`config.mk`:
```
export PLATFORM = sky130hd
export DESIGN_NAME = ascii_n_ints
export DESIGN_NICKNAME = d
export VERILOG_FILES = /design/src/rtl/ascii_pkg.sv /design/src/rtl/ascii_digit.sv /design/src/rtl/ascii_n_ints.sv
export SDC_FILE = /design/constraint.sdc
export NUM_CORES = 1
export LEC_CHECK = 0
export CORE_UTILIZATION = 55
export DETAILED_ROUTE_END_ITERATION = 7
export PLACE_DENSITY = 0.87
export SLEW_MARGIN = 20
export SYNTH_ARGS = -nofsm -noshare
export SYNTH_HDL_FRONTEND = slang
export SYNTH_SLANG_ARGS = --single-unit
```
`constraint.sdc`:
```
create_clock -name clk -period 4.15 [get_ports clk]
set_input_delay 0.6225 -clock clk [delete_from_list [all_inputs] [get_ports clk]]
set_output_delay 0.6225 -clock clk [all_outputs]
set_load 0.05 [all_outputs]
```
`src/rtl/ascii_pkg.sv`:
```
`default_nettype none
// ============================================================================
//  Module      : ascii_pkg
//  Description : Shared constants and helpers for the ASCII odometer blocks.
//                Provides the default character-range codes and an unsigned
//                inclusive range test used on parallel-load data.
//  Revision    : 1.0  initial release
// ============================================================================
package ascii_pkg;

  // Default range endpoints and common digit codes.
  localparam logic [7:0] ASCII_SPACE = 8'h20;
  localparam logic [7:0] ASCII_TILDE = 8'h7E;
  localparam logic [7:0] ASCII_ZERO  = 8'h30;
  localparam logic [7:0] ASCII_NINE  = 8'h39;

  // Common width for range comparisons; channel codes are zero-extended to
  // this width so one helper serves every CHAR_W up to 32 bits.
  localparam int unsigned ASCII_CMP_W = 32;

  // Unsigned inclusive test: lo <= code <= hi.
  function automatic logic in_range(
    input logic [ASCII_CMP_W-1:0] code,
    input logic [ASCII_CMP_W-1:0] lo,
    input logic [ASCII_CMP_W-1:0] hi
  );
    return (code >= lo) && (code <= hi);
  endfunction

endpackage : ascii_pkg
`default_nettype wire

```
`src/rtl/ascii_digit.sv`:
```
`default_nettype none
// ============================================================================
//  Module      : ascii_digit
//  Description : One odometer channel. Holds a character code within
//                [FIRST_CHAR..LAST_CHAR], steps up or down by one when a
//                carry/borrow arrives, wraps at the range ends and reports the
//                wrap as carry_out. A parallel load replaces the code; codes
//                outside the range are replaced by FIRST_CHAR and flagged.
//  Revision    : 1.0  initial release
//
//  Ports
//    clk        in   1       rising-edge clock
//    rst        in   1       synchronous active-high reset (value <= FIRST_CHAR)
//    carry_in   in   1       step request for this channel (carry or borrow)
//    dir        in   1       0 = step up, 1 = step down
//    load       in   1       parallel load strobe (overrides carry_in)
//    load_val   in   CHAR_W  code to load
//    value      out  CHAR_W  registered channel code
//    carry_out  out  1       this channel wraps on the current step
//    bad_load   out  1       load is active and load_val is out of range
// ============================================================================
module ascii_digit
  import ascii_pkg::*;
#(
  parameter int unsigned         CHAR_W     = 8,
  parameter logic [CHAR_W-1:0]   FIRST_CHAR = CHAR_W'(ASCII_SPACE),
  parameter logic [CHAR_W-1:0]   LAST_CHAR  = CHAR_W'(ASCII_TILDE)
) (
  input  logic              clk,
  input  logic              rst,
  input  logic              carry_in,
  input  logic              dir,
  input  logic              load,
  input  logic [CHAR_W-1:0] load_val,
  output logic [CHAR_W-1:0] value,
  output logic              carry_out,
  output logic              bad_load
);

  logic [CHAR_W-1:0] value_q;
  logic [CHAR_W-1:0] value_d;
  logic              at_limit;
  logic              load_ok;

  always_comb begin
    // The limit that causes a wrap depends on the counting direction.
    at_limit = dir ? (value_q == FIRST_CHAR) : (value_q == LAST_CHAR);
    load_ok  = in_range(ASCII_CMP_W'(load_val),
                        ASCII_CMP_W'(FIRST_CHAR),
                        ASCII_CMP_W'(LAST_CHAR));

    value_d = value_q;
    if (load) begin
      value_d = load_ok ? load_val : FIRST_CHAR;
    end else if (carry_in) begin
      if (at_limit) begin
        value_d = dir ? LAST_CHAR : FIRST_CHAR;
      end else if (dir) begin
        value_d = value_q - CHAR_W'(1);
      end else begin
        value_d = value_q + CHAR_W'(1);
      end
    end
  end

  // Combinational ripple: a wrap in this channel steps the next one in the
  // same cycle. A load never generates a carry.
  assign carry_out = carry_in & at_limit & ~load;
  assign bad_load  = load & ~load_ok;
  assign value     = value_q;

  always_ff @(posedge clk) begin
    if (rst) begin
      value_q <= FIRST_CHAR;
    end else begin
      value_q <= value_d;
    end
  end

endmodule : ascii_digit
`default_nettype wire

```
`src/rtl/ascii_n_ints.sv`:
```
`default_nettype none
// ============================================================================
//  Module      : ascii_n_ints
//  Description : NUM_CHARS-channel ASCII odometer. Channels count in a mixed
//                radix over [FIRST_CHAR..LAST_CHAR], channel 0 least
//                significant. Supports up/down stepping, parallel load with
//                range checking, and a full-odometer wrap flag that is either
//                a one-cycle pulse or sticky until cleared.
//  Revision    : 1.0  initial release
//
//  Ports
//    clk         in   1                 rising-edge clock
//    rst         in   1                 synchronous active-high reset
//    next        in   1                 one step per cycle while high
//    dir         in   1                 0 = up, 1 = down
//    load        in   1                 parallel load (wins over next)
//    load_value  in   NUM_CHARS*CHAR_W  channel i at [i*CHAR_W +: CHAR_W]
//    ovf_clr     in   1                 clears sticky overflow
//    values      out  NUM_CHARS*CHAR_W  registered channel codes
//    overflow    out  1                 full-odometer wrap flag
//    range_err   out  1                 one-cycle pulse on out-of-range load
// ============================================================================
module ascii_n_ints
  import ascii_pkg::*;
#(
  parameter int unsigned         NUM_CHARS  = 4,
  parameter int unsigned         CHAR_W     = 8,
  parameter logic [CHAR_W-1:0]   FIRST_CHAR = CHAR_W'(ASCII_SPACE),
  parameter logic [CHAR_W-1:0]   LAST_CHAR  = CHAR_W'(ASCII_TILDE),
  parameter bit                  STICKY_OVF = 1'b0
) (
  input  logic                          clk,
  input  logic                          rst,
  input  logic                          next,
  input  logic                          dir,
  input  logic                          load,
  input  logic [NUM_CHARS*CHAR_W-1:0]   load_value,
  input  logic                          ovf_clr,
  output logic [NUM_CHARS*CHAR_W-1:0]   values,
  output logic                          overflow,
  output logic                          range_err
);

  // carry[i] is the step request entering channel i; carry[NUM_CHARS] is the
  // carry/borrow leaving the top channel, i.e. the full-odometer wrap.
  logic [NUM_CHARS:0]   carry;
  logic [NUM_CHARS-1:0] bad_load;
  logic                 ovf_event;

  logic overflow_q;
  logic overflow_d;
  logic range_err_q;
  logic range_err_d;

  // Load has priority over a step: the step request is dropped at the source.
  assign carry[0] = next & ~load;

  for (genvar i = 0; i < NUM_CHARS; i++) begin : g_digit
    ascii_digit #(
      .CHAR_W     (CHAR_W),
      .FIRST_CHAR (FIRST_CHAR),
      .LAST_CHAR  (LAST_CHAR)
    ) u_digit (
      .clk       (clk),
      .rst       (rst),
      .carry_in  (carry[i]),
      .dir       (dir),
      .load      (load),
      .load_val  (load_value[i*CHAR_W +: CHAR_W]),
      .value     (values[i*CHAR_W +: CHAR_W]),
      .carry_out (carry[i+1]),
      .bad_load  (bad_load[i])
    );
  end

  assign ovf_event = carry[NUM_CHARS];

  always_comb begin
    range_err_d = |bad_load;
    if (STICKY_OVF) begin
      // A new wrap in the same cycle as a clear keeps the flag set.
      overflow_d = ovf_event | (overflow_q & ~ovf_clr);
    end else begin
      overflow_d = ovf_event;
    end
  end

  always_ff @(posedge clk) begin
    if (rst) begin
      overflow_q  <= 1'b0;
      range_err_q <= 1'b0;
    end else begin
      overflow_q  <= overflow_d;
      range_err_q <= range_err_d;
    end
  end

  assign overflow  = overflow_q;
  assign range_err = range_err_q;

endmodule : ascii_n_ints
`default_nettype wire

```
==> run metrics <==
dpl cell area 3780 µm²; # fillers 433; vias in the first global route 3170; Core Region 5200 µm²; Die Span X 76.3 µm; CTS Hold Bufs 0; Pwr Total 0.00114 W; Initial Util 58.3%; RSZ-0062 raised after global routing no; Slew @ Worst Pin 1.08 ns; Avg Cell Area, Syn 8.13 µm²; vias per inst 6.46; full die area 5820 µm²; GRT overflow 0; NetSw 0.000434 W; Final Hold Violating Endpoints 0; Ant. Diodes 0; fin util between 70% and 80%; VDD IR max 0.204 mV; Avg WL per Cell 17.1 µm; main combinational cell family by area after synthesis compound AO/OA/AOI/OAI gates; number of max-cap violations 0; Lkg Pwr 1.52 nW; Post-DRT Antenna Nets 0; first-pass GRT wire length 14.5 mm; final slew viol count 0; TritonCTS clock tree done; Multi-input gate area 2230 µm²; DPL Wire Length about 6.5 mm; switch share between 30% and 40%; HP Class reg -> reg; Synth Area in XOR/XNOR under 10%; Worst setup SP type primary input; Initial DRT Pass Iterations 5; die height 76.3 µm; layout cells sized above 1 6.56%; Inserted Clock Buffers 5; Sequential cell area 681 µm²; Reg clk slew, reported paths approximately 0.07 ns; simple-gate share of the synthesized area slightly above 20%; PostCTS Resize Cnt 0; Async SR Flop Fraction 0%; commonest non-fill, non-tap cell in the layout clkdlybuf4s50_1; CP max FO 22; unique cell type count in the Yosys netlist between 60 and 70; worst-skew pair later-pin latency 0.30 ns; sequential element share of the synthesized area 22.4%; post-route cell area 3890 µm²; crit path DAT 3.19 ns; critical path class in -> reg; initial DRC count between 200 and 300; I/O Buffers 70; Post-Syn Nets 443; Cells after Synth ~370; number of synthesized flops with an enable pin 0; Synth Area in Compound Gates 32.5%; commonest non-fill, non-tap cells in the layout 69 x clkdlybuf4s50_1, 36 x nor2_1, 34 x dfxtp_1; Layout Nets 511; Comb pwr share slightly above 40%; Ports 72; initial antenna violation count 0; Synth warnings 0; Clk pwr share a little over a quarter; Rows 26; clk root buf clkbuf_8; Highest Clock Rate 334 MHz; CP Capture Type flip-flop; Syn-to-layout area delta 28.4%; ys flop type dfxtp_1; post-CTS setup buffer count 0; fin crit share roughly 72%; largest net degree at the start of global routing 35; relative slew slack between 20% and 30%; TritonCTS Sinks 34; GRT Overall Usage 30.7%; mapped cell area ~3000 µm²; power per cell area 294 nW/µm²; Int Pwr 0.000711 W; Final Non-Filler Cells 512; GPL Wtd Cong 0.912; clk buf depth 2; Seq pwr share approximately 33%; H-tree depth 2; adder-cell share of the synthesized area 14.2%; flop and latch count out of synthesis 34; Final Skew 0.0102 ns; setup TNS 0 ns; DR vias about 3300; run status complete, no violations; residual DRC count 0; WP data required 4.35 ns; minimum clock period 2.99 ns; Placed Cells just over 500; multiplexer share of the synthesized area approximately 2.0%; Post-Route WL 8.77 mm; endpoints failing setup 0
==> cells in the mapped netlist (all sizes together) (3+ instances only) <==
cell | count | area, µm²
ha | 28 | 350
xor2 | 7 | 61.3
or3 | 6 | 42.5
buf | 5 | 32.5
a21oi | 32 | 160
and3 | 3 | 18.8
nand4 | 6 | 37.5
a31oi | 5 | 31.3
a22oi | 6 | 45.0
nand3 | 11 | 55.1
nand2 | 25 | 93.8
or2 | 6 | 37.5
dfxtp | 34 | 681
o2111ai | 3 | 26.3
o211ai | 3 | 22.5
mux2i | 5 | 50.1
o21bai | 6 | 45.0
nor2 | 36 | 135
nand4b | 3 | 41.3
inv | 15 | 56.3
a221oi | 10 | 87.6
a2111oi | 7 | 75.1
fa | 4 | 80.1
o21ai | 19 | 95.1
nor3 | 6 | 30.0
clkbuf | 8 | 30.0
xnor2 | 8 | 70.1
a21o | 8 | 62.6
a211oi | 12 | 90.1
o211a | 3 | 30.0
==> path summary, 6_finish.rpt <==
path                                                   from                           to  slack (ns)  cells after the start
worst min-delay path            g_digit[1].u_digit.value[7]  g_digit[1].u_digit.value[7]        0.50                      2
worst min register to register  g_digit[1].u_digit.value[7]  g_digit[1].u_digit.value[7]        0.50                      2
worst max register to register  g_digit[2].u_digit.value[1]  g_digit[2].u_digit.value[1]        1.52                      7
worst max-delay path                                    dir  g_digit[3].u_digit.value[6]        1.16                      9
==> layout make-up <==
cell class	count	share of cell area, %
flip-flops and latches	34	17.5
repair buffers	74	18.6
multi-input cells	310	57.3
well taps	70	2.25
clock buffers	8	2.83
inverters	16	1.54
==> state kept, by name, summed over array words and instances, names as in the netlist <==
register and flops:
overflow 1, g_digit.u_digit.value 32, range_err 1
==> cells by family after synthesis <==
| kind of cell | Yosys count |
|---|---|
| simple gates | 119 |
| flops | 34 |
| fa+ha+maj | 32 |
| compound gates | 138 |
| buf+inv | 29 |
| xor+xnor | 15 |
| mux | 6 |
==> per-stage QoR <==
step                      setup WS, ns  hold slack, ns
after floorplan                   1.67           0.697
after CTS                         1.20           0.503
after global routing             0.981           0.521
after global placement           0.956           0.478
final                             1.16           0.502
after detailed placement         0.900           0.492
==> worst max-delay path: stages <==
cell      delay (ns)
buf_2           0.37
buf_4           0.38
ha_1            0.30
ha_1            0.18
and4b_1         0.19
a21oi_1         0.62
and2_1          0.22
mux2i_1         0.07
a311oi_1        0.22
==> power by group through the flow <==
stage | combinational, W | sequential (W) | clock, W
2_1_floorplan | 0.000239 | 0.000457 | 0
3_3_place_gp | 0.000451 | 0.000380 | 0
3_5_place_dp | 0.000466 | 0.000380 | 0
4_1_cts | 0.000470 | 0.000373 | 0.000300
5_1_grt | 0.000511 | 0.000377 | 0.000317
6_report | 0.000474 | 0.000373 | 0.000298
==> per-layer routing <==
| metal | global-route usage, % | vias to the layer above | routed length (µm) |
|---|---|---|---|
| met5 | 0 | - | 0 |
| met1 | 39.5 | 1584 | 3830 |
| met3 | 5.15 | 16 | 556 |
| met2 | 51.8 | 126 | 4230 |
| li1 | - | 1584 | - |
| met4 | 10.4 | 0 | 159 |
No activity file was read; power rests on OpenSTA's default activity.
